File: src/rtl/i2s_tx_if.sv
// ============================================================================
// Module   : axis_if
// Purpose  : AXI-stream style sample channel carrying one stereo pair per beat.
// Ports    : vld   - master asserts when data holds a valid pair
//            ok    - slave ready; a beat transfers when vld & ok
//            data  - packed pair {lc, rc}, each DATA_WIDTH bits, signed,
//                    right-aligned
// Revision : 1.0  initial release
// ============================================================================
`default_nettype none

interface axis_if #(
  parameter int DATA_WIDTH = 24
);
  typedef struct packed {
    logic signed [DATA_WIDTH-1:0] lc;
    logic signed [DATA_WIDTH-1:0] rc;
  } sample_t;

  logic    vld;
  logic    ok;
  sample_t data;

  modport master (output vld, output data, input ok);
  modport slave  (input vld, input data, output ok);
endinterface

`default_nettype wire

File: src/rtl/i2s_tx.sv
// ============================================================================
// Module   : i2s_tx
// Purpose  : I2S serial audio transmitter and bus-clock master. Stereo pairs
//            arrive on an AXI-stream slave port into a one-entry holding
//            register and are serialised one pair per 64-sclk frame, MSB
//            first in 32-bit slots. Silence is sent when no pair is waiting.
// Ports    : clk       - system / codec mclk clock, rising edge
//            rst       - asynchronous active-low reset (released synchronously
//                        to clk upstream)
//            axis_tx   - sample input (axis_if.slave)
//            sclk      - bit clock, clk / CLK_DIV
//            lrck      - word select, 0 = left slot, 1 = right slot
//            sdo       - serial data out
//            underrun  - one-clk pulse during a load cycle with no sample
// Config   : I2S_TX_LEFT_JUSTIFIED_EN - when defined, left-justified format
//            (no one-bit delay after the lrck edge) instead of Philips I2S.
// Revision : 1.0  initial release
// ============================================================================
`default_nettype none

module i2s_tx #(
  parameter int CLK_DIV    = 4,
  parameter int DATA_WIDTH = 24
) (
  input  logic   clk,
  input  logic   rst,
  axis_if.slave  axis_tx,
  output logic   sclk,
  output logic   lrck,
  output logic   sdo,
  output logic   underrun
);

  localparam int DIV_W = (CLK_DIV > 2) ? $clog2(CLK_DIV) : 1;
  localparam int PAD   = 32 - DATA_WIDTH;

  // div_cnt values at which the next clk edge is an sclk fall / rise, and
  // the cycle just before a load cycle.
  localparam logic [DIV_W-1:0] DIV_LAST = DIV_W'(CLK_DIV - 1);
  localparam logic [DIV_W-1:0] DIV_RISE = DIV_W'(CLK_DIV / 2 - 1);
  localparam logic [DIV_W-1:0] DIV_PRE  = DIV_W'(CLK_DIV - 2);

  logic [DIV_W-1:0]      div_cnt;
  logic [5:0]            bcnt;
  logic                  full;
  logic                  ok_q;
  logic [DATA_WIDTH-1:0] hold_lc;
  logic [DATA_WIDTH-1:0] hold_rc;
  logic [63:0]           frame_sr;

  logic                  fall_edge;
  logic                  rise_edge;
  logic                  load;
  logic                  pre_load;
  logic                  accept;
  logic                  full_next;
  logic [5:0]            bcnt_next;
  logic [63:0]           hold_frame;
  logic [63:0]           frame_next;
  logic                  sdo_bit;

  // Places a right-aligned sample at the top of a 32-bit slot, zero padded.
  function automatic logic [31:0] slot(input logic [DATA_WIDTH-1:0] s);
    slot = 32'(s) << PAD;
  endfunction

  assign axis_tx.ok = ok_q;

  assign fall_edge  = (div_cnt == DIV_LAST);
  assign rise_edge  = (div_cnt == DIV_RISE);
  assign load       = fall_edge && (bcnt == 6'd63);
  assign pre_load   = (div_cnt == DIV_PRE) && (bcnt == 6'd63);
  assign accept     = axis_tx.vld && ok_q;
  assign bcnt_next  = bcnt + 6'd1;
  assign hold_frame = {slot(hold_lc), slot(hold_rc)};

  // Accept can only happen while full is clear, so it takes priority over
  // the clear done by a load; a pair accepted in the load cycle itself
  // therefore waits in holding for the following frame.
  assign full_next  = accept ? 1'b1 : (load ? 1'b0 : full);

  assign frame_next = load ? (full ? hold_frame : 64'd0) : frame_sr;

  // The bit presented after this sclk fall belongs to bcnt_next. Using
  // frame_next lets the wrap edge see the freshly loaded frame.
`ifdef I2S_TX_LEFT_JUSTIFIED_EN
  assign sdo_bit = frame_next[~bcnt_next];
`else
  // One-sclk I2S delay: slot MSBs appear one bit after the lrck edge;
  // 0 - bcnt_next is 64 - bcnt_next in 6-bit arithmetic.
  assign sdo_bit = (bcnt_next == 6'd0) ? 1'b0 : frame_next[6'd0 - bcnt_next];
`endif

  always_ff @(posedge clk or negedge rst) begin
    if (!rst) begin
      div_cnt  <= '0;
      bcnt     <= '0;
      full     <= 1'b0;
      ok_q     <= 1'b0;
      hold_lc  <= '0;
      hold_rc  <= '0;
      frame_sr <= '0;
      sclk     <= 1'b0;
      lrck     <= 1'b0;
      sdo      <= 1'b0;
      underrun <= 1'b0;
    end else begin
      div_cnt  <= fall_edge ? '0 : div_cnt + 1'b1;
      frame_sr <= frame_next;
      full     <= full_next;
      // ok mirrors the complement of full one cycle ahead so that it is
      // never high while the holding register is occupied.
      ok_q     <= ~full_next;
      // Registered one cycle early so the pulse sits in the load cycle and
      // reflects the full flag that cycle will see.
      underrun <= pre_load && !full_next;

      if (accept) begin
        hold_lc <= axis_tx.data.lc;
        hold_rc <= axis_tx.data.rc;
      end

      if (rise_edge) begin
        sclk <= 1'b1;
      end

      if (fall_edge) begin
        sclk <= 1'b0;
        bcnt <= bcnt_next;
        lrck <= bcnt_next[5];
        sdo  <= sdo_bit;
      end
    end
  end

endmodule

`default_nettype wire
File: src/flat_wrapper.sv
// flat-port wrapper written by rule: the top's interface ports become plain ports
module i2s_tx_flat 
#(
  parameter int CLK_DIV    = 4,
  parameter int DATA_WIDTH = 24
)
  (clk, rst, sclk, lrck, sdo, underrun, axis_tx_vld, axis_tx_data, axis_tx_ok);
  axis_if #(.DATA_WIDTH(DATA_WIDTH)) axis_tx_i ();
  input  logic clk;
  input  logic rst;
  output logic sclk;
  output logic lrck;
  output logic sdo;
  output logic underrun;
  input wire logic [$bits(axis_tx_i.vld)-1:0] axis_tx_vld;
  input wire logic [$bits(axis_tx_i.data)-1:0] axis_tx_data;
  output wire logic [$bits(axis_tx_i.ok)-1:0] axis_tx_ok;
  assign axis_tx_i.vld = axis_tx_vld;
  assign axis_tx_i.data = axis_tx_data;
  assign axis_tx_ok = axis_tx_i.ok;
  i2s_tx #(.CLK_DIV(CLK_DIV), .DATA_WIDTH(DATA_WIDTH)) u_core (.clk(clk), .rst(rst), .axis_tx(axis_tx_i), .sclk(sclk), .lrck(lrck), .sdo(sdo), .underrun(underrun));
endmodule
File: config.mk
export PLATFORM = sky130hd
export DESIGN_NAME = i2s_tx_flat
export DESIGN_NICKNAME = d
export VERILOG_FILES = /design/src/rtl/i2s_tx_if.sv /design/src/rtl/i2s_tx.sv /design/src/flat_wrapper.sv
export SDC_FILE = /design/constraint.sdc
export NUM_CORES = 1
export LEC_CHECK = 0
export ABC_AREA = 1
export CAP_MARGIN = 20
export CORE_ASPECT_RATIO = 1.5
export CORE_MARGIN = 1
export CORE_UTILIZATION = 45
export DETAILED_ROUTE_END_ITERATION = 16
export GPL_ROUTABILITY_DRIVEN = 0
export PLACE_DENSITY = 0.71
export SETUP_SLACK_MARGIN = 0.2
export SYNTH_ARGS = -nofsm -noshare
export SYNTH_HDL_FRONTEND = slang
export SYNTH_SLANG_ARGS = --single-unit
File: constraint.sdc
create_clock -name clk -period 2.6 [get_ports clk]
set_input_delay 0.39 -clock clk [delete_from_list [all_inputs] [get_ports clk]]
set_output_delay 0.39 -clock clk [all_outputs]
set_load 0.01 [all_outputs]
# [After elaboration in Yosys (flattened, before gate mapping)]
# Cells that the tools add are included.
[totals] regBits=126 input_bits=51 latchBits=0 out_inout_bits=5 ram_bits=0 mem_bits_ro=0 mem_count=0 word_cells=37
[classes] n_div=0 eq_ne=4 bitwise=1 mul=0 reduce_logical=7 mux=10 add_sub_neg=3 shift=0 magnitude_cmp=1
[ops] cell="64-bit two-way mux" count=2
[ops] cell="6-bit by 7-bit < comparator with 1-bit output, second input constant" count=1
[ops] cell="6-bit by 1-bit adder with 6-bit output, second input constant" count=1
[ops] cell="1-bit binary-select mux with 6-bit select" count=1
[ops] cell="6-bit equality test, second input constant" count=1
[ops] cell="6-bit zero test" count=1
[ops] cell="1-bit two-way mux" count=6
[ops] cell="1-bit by 6-bit subtractor with 6-bit output, first input constant" count=1
[ops] cell="2-bit equality test, second input constant" count=2
[ops] cell="1-bit logical AND" count=4
[ops] cell="2-bit by 1-bit adder with 2-bit output, second input constant" count=1
[ops] cell="2-bit by 1-bit equality test with 1-bit output, second input constant" count=1
[ops] cell="2-bit two-way mux" count=1
[ops] cell="2-bit nonzero test" count=1
[ops] cell="1-bit zero test" count=1
[ops] cell="1-bit inverter" count=1

# [Longest topological paths before layout]
# Gate-level depths: netlist (run 1).
[logic_depth] word_depth=6 ltp_mapped=18 ltp_nobuf=16

# [Worst setup path after synthesis (run 1)]
# No wires, ideal clock.
[synth_timing] kind="flip-flop to flip-flop" start="register u_core.bcnt[0]" end="register u_core.sdo" period_less_slack_ns=2.043 stages_incl_launch_ff=14 t_required_ns=2.484 setup_slack_ns=0.557 path_buffers=1 setup_ns=0.116 arrival_ns=1.927 cell_sequence="dfrtp_1 ha_1 inv_1 nand2_1 clkbuf_1 nor2_1 xnor2_1 inv_1 nand3_1 nand3_1 nand3_1 nand2_1 nand2_1 nand2_1"
[synth_via] elab_cells_between_ends=9 classes_between="2 x add/sub; 1 x eq/ne; 4 x mux; 2 x reduce/logical"
[synth_rtl] element="start, declared" line_no="i2s_tx.sv:44" rtl="logic [5:0] bcnt;"
[synth_rtl] element="start signal, assigned" line_no="i2s_tx.sv:129" rtl="bcnt <= bcnt_next;"
[synth_rtl] element="6-bit by 1-bit adder with 6-bit output *" line_no="i2s_tx.sv:74" rtl="assign bcnt_next = bcnt + 6'd1;"
[synth_rtl] element="named net u_core.bcnt_next[1]" line_no="i2s_tx.sv:57" rtl="logic [5:0] bcnt_next;"
[synth_rtl] element="1-bit by 6-bit subtractor with 6-bit output" line_no="i2s_tx.sv:91" rtl="assign sdo_bit = (bcnt_next == 6'd0) ? 1'b0 : frame_next[6'd0 - bcnt_next];"
[synth_rtl] element="1-bit binary-select mux with 6-bit select" line_no="i2s_tx.sv:91"
[synth_rtl] element="1-bit two-way mux (implied by the code)" line_no="i2s_tx.sv:91"
[synth_rtl] element="1-bit two-way mux *" line_no="i2s_tx.sv:91"
[synth_rtl] element="end signal, assigned" line_no="i2s_tx.sv:131" rtl="sdo <= sdo_bit;"
[synth_rtl] element="end, declared" line_no="i2s_tx.sv:30" rtl="output logic sdo,"
# Mark *: on every way through the listed nets, which the timed path passes. The rest lies on a longest branch. The select of a mux whose other input is x is not followed.
# A chain may end at the register's enable or synchronous reset.

# [Final worst setup path (run 1)]
[layout_timing] start="register u_core.bcnt[1]" end="register u_core.sdo"
[layout_via] elab_chain_cells=6 elab_cells_between_ends=9 classes_between="2 x add/sub; 1 x eq/ne; 4 x mux; 2 x reduce/logical"
[layout_lines] element="branches (longest 5 deep; another with 6-bit by 1-bit adder with 6-bit output)"
[layout_lines] element="1-bit two-way mux *" line_no="i2s_tx.sv:91"
# Mark *: on every way between the ends. The select of a mux whose other input is x is not followed.

==> metrics.txt, run 1 <==
status=complete, no violations; IO Count=56; sequential share of the synthesized area=53.5%; Synth Register Bits=125; vias in the first global route=4874; Slew Limit Fails=0; period utilization=85.3%; placed cells=860; syn nets=724; initial drt markers=450; root buf cell=clkbuf_16; slack of the critical path=0.382 ns; Initial Utilization=46.5%; Reg2Reg Setup Slack=0.38 ns; dpl cell area=6560 µm²; fmax=0.451 GHz; commonest non-fill, non-tap cells in the layout=nand2_1 (239), dfrtp_1 (125), inv_1 (67), clkdlybuf4s50_1 (54); fill count=1049; Clock Path Buffers=2; Setup crit end kind=flip-flop; maximum VDD drop=0.506 mV; post-route minimum period=2.22 ns; Post-Syn Area=5850 µm²; Worst Hold Class=reg -> reg; WS Path Type=reg -> reg; DR vias=4769; Post-DP HPWL=9.06 mm; Vert. Die Dim=142 µm; M1 GR Usage=27.6%; Layout area overhead=24.9%; CTS H-tree depth=4; Antenna Nets Post-Route=0; Pleak=4.08 nW; Critical path buffers and inverters=2; largest net degree at the start of global routing=83; fin cells=898; Worst Path Required=2.95 ns; slowest stage delay, CP=0.38 ns; # diodes=0; total CTS buffers=17; # rows=50; DIE WIDTH=95.1 µm; first-pass GRT wire length=23.2 mm; met2 Track Usage GR=37.0%; # clock sinks=125; Port Buf Inserts=55; Worst Skew=0.00740 ns; CTS tree=built; Cells after Synth=669; GRT Overall Usage=22.7%; initial antenna violation count=0; setup violators final=0; Register Area=3130 µm²; Core Region=12600 µm²; Vias/cell=5.31; slowest stage cell, crit path=dfrtp_1; yosys warns=0; startpoint types=flip-flop; Crit path max-delay family=simple AND/OR/NAND/NOR gates; Slew HR=61.0%; Final Cell Area=7310 µm²; fraction of layout instances using a drive strength above 1=15.5%; WL final=13.8 mm; number of distinct library cells after synthesis=25; area occupied by multi-input gates=2310 µm²; pre-CTS setup slack=0.292 ns; Pre-antenna DRT Iters=5; DRC=0; Crit path arrival time=2.57 ns; Max-Cap Viols=0; pwr dens=625 nW/µm²; cell mode on critical path=nand2_1; fin nets=786; Mean Syn Cell Area=8.74 µm²; clk slew on worst S/H paths=0.05 ns; Hold Fails Final Rpt=0; most common cell after layout, fill and taps aside=nand2_1; GR Layer Usage met3=4.72%; routed wire length per instance=15.4 µm; Worst-Skew Late Latency=0.42 ns; busiest layer in global routing=met2; setup tns final=0 ns; GRT overflow=0; crit-path max FO=15; Die Footprint=13500 µm²; worst path cell trace=ha_1 > nand2_1 > nor2_4 > buf_4 > buf_4 > nand4_1 > a21oi_1 > nor2_1 > nand2_1 > nand3_1 > nand2_1 > nand3_1 > nand2_1 > nand2_1 > nand2_1; RSZ-0062 raised after global routing=false; slew at the pin with the worst max-slew slack=0.585 ns
==> final timing paths <==
| path | from | endpoint | depth (start not counted) |
|---|---|---|---|
| setup / recovery | u_core.bcnt[1] | u_core.sdo | 15 |
| hold / removal | u_core.frame_sr[3] | u_core.frame_sr[3] | 2 |
| setup reg to reg | u_core.bcnt[1] | u_core.sdo | 15 |
| hold reg to reg | u_core.frame_sr[3] | u_core.frame_sr[3] | 2 |
| max in group asynchronous | rst | u_core.hold_rc[2] | 3 |
| min in group asynchronous | rst | u_core.hold_rc[7] | 2 |
==> cells by family (layout without fill, tap and decap cells) <==
family / count (synthesis) / count (layout) / synth area share, %
and+or+nand+nor: 345 / 345 / 24.4
AOI/OAI and AO/OA: 34 / 34 / 3.32
adders and majority gates: 4 / 4 / 0.856
DFF: 125 / 125 / 53.5
xor gates and xnor gates: 7 / 7 / 1.05
muxes: 48 / 48 / 9.24
buffers and inverters: 106 / 179 / 7.66
==> Yosys cell counts, drive strengths merged <==
master / n / area (µm²)
nor3b: 1 / 7.51
o21ai: 21 / 124
nand2: 241 / 905
a21oi: 11 / 55.1
dfrtp: 125 / 3130
nand3: 49 / 250
clkinv: 1 / 3.75
ha: 4 / 50.1
xnor2: 3 / 26.3
nor2: 32 / 128
buf: 21 / 129
inv: 70 / 263
clkbuf: 14 / 52.6
nand4: 22 / 138
xor2: 4 / 35.0
o211ai: 2 / 15.0
mux2: 48 / 541
==> through the flow <==
step                total power [W]  utilization (%)  hold slack, ns
detailed placement          0.00210             52.2           0.434
global placement            0.00210             52.2           0.429
finish                      0.00457             58.1           0.463
floorplan                   0.00198                -          0.0944
CTS                         0.00462             57.2           0.463
global route                0.00471             58.1           0.477
==> routing by layer <==
layer	share of wire [%]	vias to the layer above
met5	0	-
met4	4.1	0
met3	5.2	42
met2	51	179
met1	40	2307
li1	-	2241
==> power breakdown <==
group          leakage (nW)  internal, W  switching, W
clock                 0.309      0.00169      0.000815
sequential             1.73      0.00195             0
combinational          2.04    0.0000700     0.0000473
total                  4.08      0.00371      0.000863
==> timing repair <==
| action | 4_1_cts | 5_1_grt |
|---|---|---|
| resized for setup | 0 | 8 |
| setup endpoints to repair | 0 | 1 |
| buffers inserted | 0 | 6 |
| hold buffers | 1 | 0 |
| hold endpoints to repair | 24 | 0 |
==> flip-flops by register name, summed over array words and instances (netlist names) <==
name               flops
u_core.sdo             1
u_core.frame_sr       64
u_core.div_cnt         2
u_core.axis_tx.ok      1
u_core.bcnt            6
u_core.hold_lc        24
u_core.hold_rc        24
u_core.full            1
u_core.underrun        1
u_core.sclk            1
==> final cells by class <==
class / count / area share (%)
Clock buffer: 23 / 6.68
Clock inverter: 7 / 1.85
Inverter: 71 / 3.68
Multi-Input combinational cell: 438 / 31.6
Sequential cell: 125 / 42.8
Tap cell: 156 / 2.67
Timing Repair Buffer: 78 / 10.7
==> worst reg2reg max path: stages (launching register included) <==
cell	delay (ns)
dfrtp_1	0.38
ha_1	0.18
nand2_1	0.11
nor2_4	0.19
buf_4	0.15
buf_4	0.22
nand4_1	0.15
a21oi_1	0.18
nor2_1	0.06
nand2_1	0.13
nand3_1	0.10
nand2_1	0.08
nand3_1	0.07
nand2_1	0.07
nand2_1	0.05
nand2_1	0.05
(Power assumes the default switching activity.)
==> run 2: changes to the inputs <==
--- a/config.mk
+++ b/config.mk
@@ -14,6 +14,7 @@
 export GPL_ROUTABILITY_DRIVEN = 0
 export PLACE_DENSITY = 0.71
 export SETUP_SLACK_MARGIN = 0.2
+export SLEW_MARGIN = 20
 export SYNTH_ARGS = -nofsm -noshare
 export SYNTH_HDL_FRONTEND = slang
 export SYNTH_SLANG_ARGS = --single-unit
==> results of run 2 <==
Same layout as run 1: the final DEF is identical, and so are final timing and power.
==> patch 1, RTL diff (config.mk and constraints of run 2) <==
`DATA_WIDTH` is set to 24 in 3 places; all go to 36.
--- a/src/rtl/i2s_tx_if.sv
+++ b/src/rtl/i2s_tx_if.sv
@@ -12,3 +12,3 @@
 interface axis_if #(
-  parameter int DATA_WIDTH = 24
+  parameter int DATA_WIDTH = 36
 );
--- a/src/rtl/i2s_tx.sv
+++ b/src/rtl/i2s_tx.sv
@@ -22,3 +22,3 @@
   parameter int CLK_DIV    = 4,
-  parameter int DATA_WIDTH = 24
+  parameter int DATA_WIDTH = 36
 ) (
--- a/src/flat_wrapper.sv
+++ b/src/flat_wrapper.sv
@@ -4,3 +4,3 @@
   parameter int CLK_DIV    = 4,
-  parameter int DATA_WIDTH = 24
+  parameter int DATA_WIDTH = 36
 )
Interface: changed (resized axis_tx_data); port bits go from 56 to 80. No check against the original RTL was run, so the function may have changed too.
==> patch 1 against run 2 <==
Global-route usage fell by 3.9 points. Cell area fell by 44%. Setup slack got worse by 0.034 ns. Area after synthesis fell by 40%. Routed wire length fell by 49%. Sequential power fell by 38%. Power fell by 44%. Sequential cell count fell by 48. Critical endpoint unchanged.
==> patch 1: results (changes against run 2) <==
* Slowest-stage cell, CP: sky130_fd_sc_hd__ha_1
* Initial antenna violation count at 0 (unchanged)
* Global routing usage summed across all routing layers at 18.7% (-3.9 points)
* Count of vias placed by the detailed router at 2,642 (-45%)
* H-tree levels at 3 (-1)
* FILL cells at 702 (-33%)
* Wire length of the first global-routing pass at 11.1 mm (-52%)
* Ranking of synthesized cells by area: sky130_fd_sc_hd__dfrtp_1, sky130_fd_sc_hd__nand2_1, sky130_fd_sc_hd__inv_1
* Worst path max stage delay at 0.40 ns (+0.02 ns)
* Fraction of standard cell area in multi-input logic at 29.3% (-2.3 points)
* Setup Buffers After CTS at 0 (unchanged)
* Antenna fix cells at 0 (unchanged)
* Number of non-clock inverters in the layout at 86 (+21%)
* Run status: completed
* Static power due to leakage at 2.52 nW (-38%)
* Hold bufs inserted after CTS at 0 (-1)
* Hold/Removal Path Class: in -> async
* Top cell types by occurrence after synthesis: sky130_fd_sc_hd__nand2_1, sky130_fd_sc_hd__inv_1, sky130_fd_sc_hd__dfrtp_1
* Number of warnings reported in the yosys synthesis log at 0 (unchanged)
* Area taken by flip-flops and latches at 1930 um2 (-38%)
* Worst slew slack as a fraction of its limit at 36.4% (-25 points)
* Cells resized by post-CTS repair at 1 (+1)
* Cell family with the largest share of critical-path delay: simple AND/OR/NAND/NOR gates
* Initial drt markers at 182 (-60%)
* Detail Route Antenna Nets at 0 (unchanged)
* NonClk Buf Share at 4.67% (-6.0 points)
* Clock buffer cells at 10 (-57%)
* CP Max Fanout at 7 (-8)
* Clock tree cell share of total cell area at 7.71% (-0.82 points)
* Combinational Power Share at 1.0% (-1.6 points)
* Number of nets in the finished design at 532 (-32%)
* Number of buffers outside the clock class in the layout at 20 (-74%)
* Number of global-route vias before repair at 2,450 (-50%)
* CTS Buf Count at 9 (-8)
* Number of cells on the worst reg-to-reg path at 13 (-2)
* Sw Ratio at 19.3% (+0.38 points)
* Cell at the root of the clock tree: sky130_fd_sc_hd__clkbuf_16
* DR pass1 iterations at 4 (-1)
* Largest registers: u_core.frame_sr x64, u_core.bcnt x6, u_core.div_cnt x2
* Clock-pin slew on the worst setup and hold paths at 0.05 ns (about the same)
* Distinct cells, synth at 21 (-16%)
* Post-synth net total at 518 (-28%)
* Fraction of registers with async set or reset after synthesis at 100% (unchanged)
* CTS max path bufs at 2 (unchanged)
* HPWL Detailed at 4.09 mm (-55%)
* Insertion delay to the later sink of the worst-skew pair at 0.34 ns (-0.08 ns)
* Relative contribution of sequential cells to total power at 47.1% (+4.5 points)
* #MultiIn Comb at 259 (-41%)
* Count of input and output buffers at 7 (-87%)
* Maximum number of pins on one net before global-route repair at 100 (+20%)
* Synthesized flop and latch total at 77 (-38%)
* Layout cells sized above 1 at 8.97% (-6.5 points)
* Clk_skew at 0.00435 ns (-0.00305 ns)
* Wirelength per Cell at 12.6 um (-18%)
* IR Drop Worst-Case VDD at 0.501 mV (-0.95%)
* Critical path arrival at 2.49 ns (-0.08 ns)
* Part of the Yosys area used for sequential elements at 55.1% (+1.6 points)
-- patch 1: changes by cell type after synthesis, sizes merged, moves of 10 or more --
cell / run 2 / this run
nand2: 241 / 139
dfrtp: 125 / 77
mux2: 48 / 0
nand4: 22 / 1
inv: 70 / 85
a21oi: 11 / 0
clkbuf: 14 / 3
o21ai: 21 / 10
nand3: 49 / 59
-- patch 1: logic make-up (layout without fill, tap and decap cells) --
logic type                 count (synthesis)  after routing  synth area share (%)
adders and majority gates                  4              4                  1.43
AOI/OAI and AO/OA                         10             10                  1.43
and+or+nand+nor                          238            238                  28.7
DFF                                       77             77                  55.1
buffers and inverters                    103            121                  11.4
xor gates and xnor gates                   7              7                  1.97
-- patch 1: final timing paths --
path                                startpoint             endpoint  slack, ns
max                             u_core.bcnt[0]           u_core.sdo       0.35
min                                        rst  u_core.frame_sr[57]       0.19
max reg2reg                     u_core.bcnt[0]           u_core.sdo       0.35
min reg2reg                u_core.frame_sr[43]  u_core.frame_sr[43]       0.46
max in group asynchronous                  rst  u_core.frame_sr[43]       1.78
min in group clk           u_core.frame_sr[43]  u_core.frame_sr[43]       0.46
-- patch 1: stage by stage --
step / power (mW) / instance area [um2] / util, % / instances / worst slack (ns)
4_1_cts: 2.56 / 4000 / 52.9 / 553 / 0.301
6_report: 2.55 / 4070 / 53.9 / 559 / 0.347
3_5_place_dp: 1.25 / 3680 / 48.7 / 538 / 0.206
3_3_place_gp: 1.25 / 3680 / 48.7 / 538 / 0.243
2_1_floorplan: 1.22 / 3500 / - / 439 / 0.627
5_1_grt: 2.61 / 4070 / 53.9 / 559 / 0.216
-- patch 1: metal layers --
metal,track usage [%],up-vias,wire (um)
li1,-,1323,-
met1,22.4,1258,2990
met2,29.7,45,3540
met3,3.00,16,248
met4,14.6,0,261
met5,0,-,0
==> patch 2, RTL diff (settings of run 2) <==
Made on the original files. Register the output `sdo` once more, with the module's reset; this adds one clock of latency there. The other outputs are not delayed to match.
--- a/src/rtl/i2s_tx.sv
+++ b/src/rtl/i2s_tx.sv
@@ -41,2 +41,4 @@
   localparam logic [DIV_W-1:0] DIV_PRE  = DIV_W'(CLK_DIV - 2);
+
+  logic sdo_s0;
 
@@ -104,3 +106,3 @@
       lrck     <= 1'b0;
-      sdo      <= 1'b0;
+      sdo_s0   <= 1'b0;
       underrun <= 1'b0;
@@ -130,4 +132,12 @@
         lrck <= bcnt_next[5];
-        sdo  <= sdo_bit;
+        sdo_s0 <= sdo_bit;
       end
+    end
+  end
+
+  always_ff @(posedge clk or negedge rst) begin
+    if (!rst) begin
+      sdo <= '0;
+    end else begin
+      sdo <= sdo_s0;
     end
Function: no difference found for any inputs over 10 cycles, from zero or initial values and one cycle with rst low; that may be too few to reach the edited logic, so the function may still have changed.
==> patch 2 against run 2 <==
Area after synthesis grew 0.43%. Power fell by 9.4%. Die area is 0.42% higher. Non-clock buffer count is 1 lower. Setup slack got worse by 0.074 ns. Clock skew shrank 0.0016 ns. Largest cell class unchanged. Clock power is 18% lower. Routed wire length is 1.7% lower. Sequential cell count grew 1. Via count down 1.1%. Critical path depth down 2. Cell area shrank 1.6%.
==> patch 2: results (changes against run 2) <==
* Run status: completed
* Part of the total power dissipated in the clock network at 49.8% (-5.0 points)
* # placed instances at 864 (+0.47%)
* Cells resized by post-CTS repair at 1 (+1)
* Post-Syn Instances at 670 (+0.15%)
* Routed length on met1 at 5.53 mm (about the same)
* Avg Vias per Cell at 5.28 (-0.63%)
* Detail Route met3 WL at 510 um (-29%)
* Relative contribution of sequential cells to total power at 47.5% (+4.9 points)
* Post-synth net total at 725 (+0.14%)
* Fraction of standard cell area in multi-input logic at 31.9% (+0.30 points)
* Ranking of synthesized cells by area: sky130_fd_sc_hd__dfrtp_1, sky130_fd_sc_hd__nand2_1, sky130_fd_sc_hd__mux2_2
* Post-detailed-routing wire length at 13.6 mm (-1.7%)
* Layout overhead on the synthesized area at 22.4%
* Top cell types by occurrence after synthesis: sky130_fd_sc_hd__nand2_1, sky130_fd_sc_hd__dfrtp_1, sky130_fd_sc_hd__inv_1
* Global routing usage summed across all routing layers at 22.1% (-0.55 points)
* Transition time at the pin with the least slew margin at 0.675 ns (+0.0906 ns)
* Number of cells on the worst reg-to-reg path at 13 (-2)
* NonClk Buf Share at 10.6% (-0.088 points)
* Count of vias placed by the detailed router at 4,718 (-1.1%)
* Clk_skew at 0.00578 ns (-0.00162 ns)
* Number of buffers outside the clock class in the layout at 77 (-1.3%)
* Synthesized flop and latch total at 126 (+0.80%)
* Layout cells sized above 1 at 14.8% (-0.73 points)
* Mean area per synthesized cell at 8.77 um2 (+0.28%)
* Part of the Yosys area used for sequential elements at 53.7% (+0.20 points)
* Net load switching power at 0.800 mW (-7.2%)
* Global-route met2 utilization at 36.2% (-0.83 points)
* Total power of the final layout at 4.14 mW (-9.4%)
* HPWL Detailed at 9.00 mm (-0.59%)
* Met3 Resource Use GR at 3.53% (-1.2 points)
* Clock buffer cells at 24 (+4.3%)
* Number of global-route vias before repair at 4,766 (-2.2%)
* Static power due to leakage at 4.01 nW (-1.7%)
* Wire length of the first global-routing pass at 22.8 mm (-1.8%)
* Critical path arrival at 2.59 ns (+0.02 ns)
* Met1 Resource Use GR at 27.5% (-0.14 points)
* CP Max Fanout at 23 (+8)
* Instance area at placement at 6620 um2 (+0.91%)
-- patch 2: cell types whose count changed after synthesis, sizes merged --
cell and delta:
dfrtp +1
-- patch 2: cells by family (layout without fill, tap and decap cells) --
group | Yosys count | count (layout) | share of synthesized area (%)
AO/OA/AOI/OAI | 34 | 34 | 3.30
XOR/XNOR | 7 | 7 | 1.04
adder cells (fa/ha/maj) | 4 | 4 | 0.852
buffers and inverters | 106 | 174 | 7.62
flip-flops | 126 | 126 | 53.7
multiplexers | 48 | 48 | 9.20
AND/OR/NAND/NOR | 345 | 345 | 24.3
-- patch 2: path summary, 6_finish.rpt --
path,start,endpoint,slack [ns]
worst max-delay path,u_core.bcnt[0],u_core.sdo_s0,0.31
worst min-delay path,rst,u_core.hold_rc[23],0.07
worst max register to register,u_core.bcnt[0],u_core.sdo_s0,0.31
worst min register to register,u_core.sdo_s0,u_core.sdo,0.43
max in group asynchronous,rst,u_core.hold_lc[22],2.01
min in group clk,u_core.sdo_s0,u_core.sdo,0.43
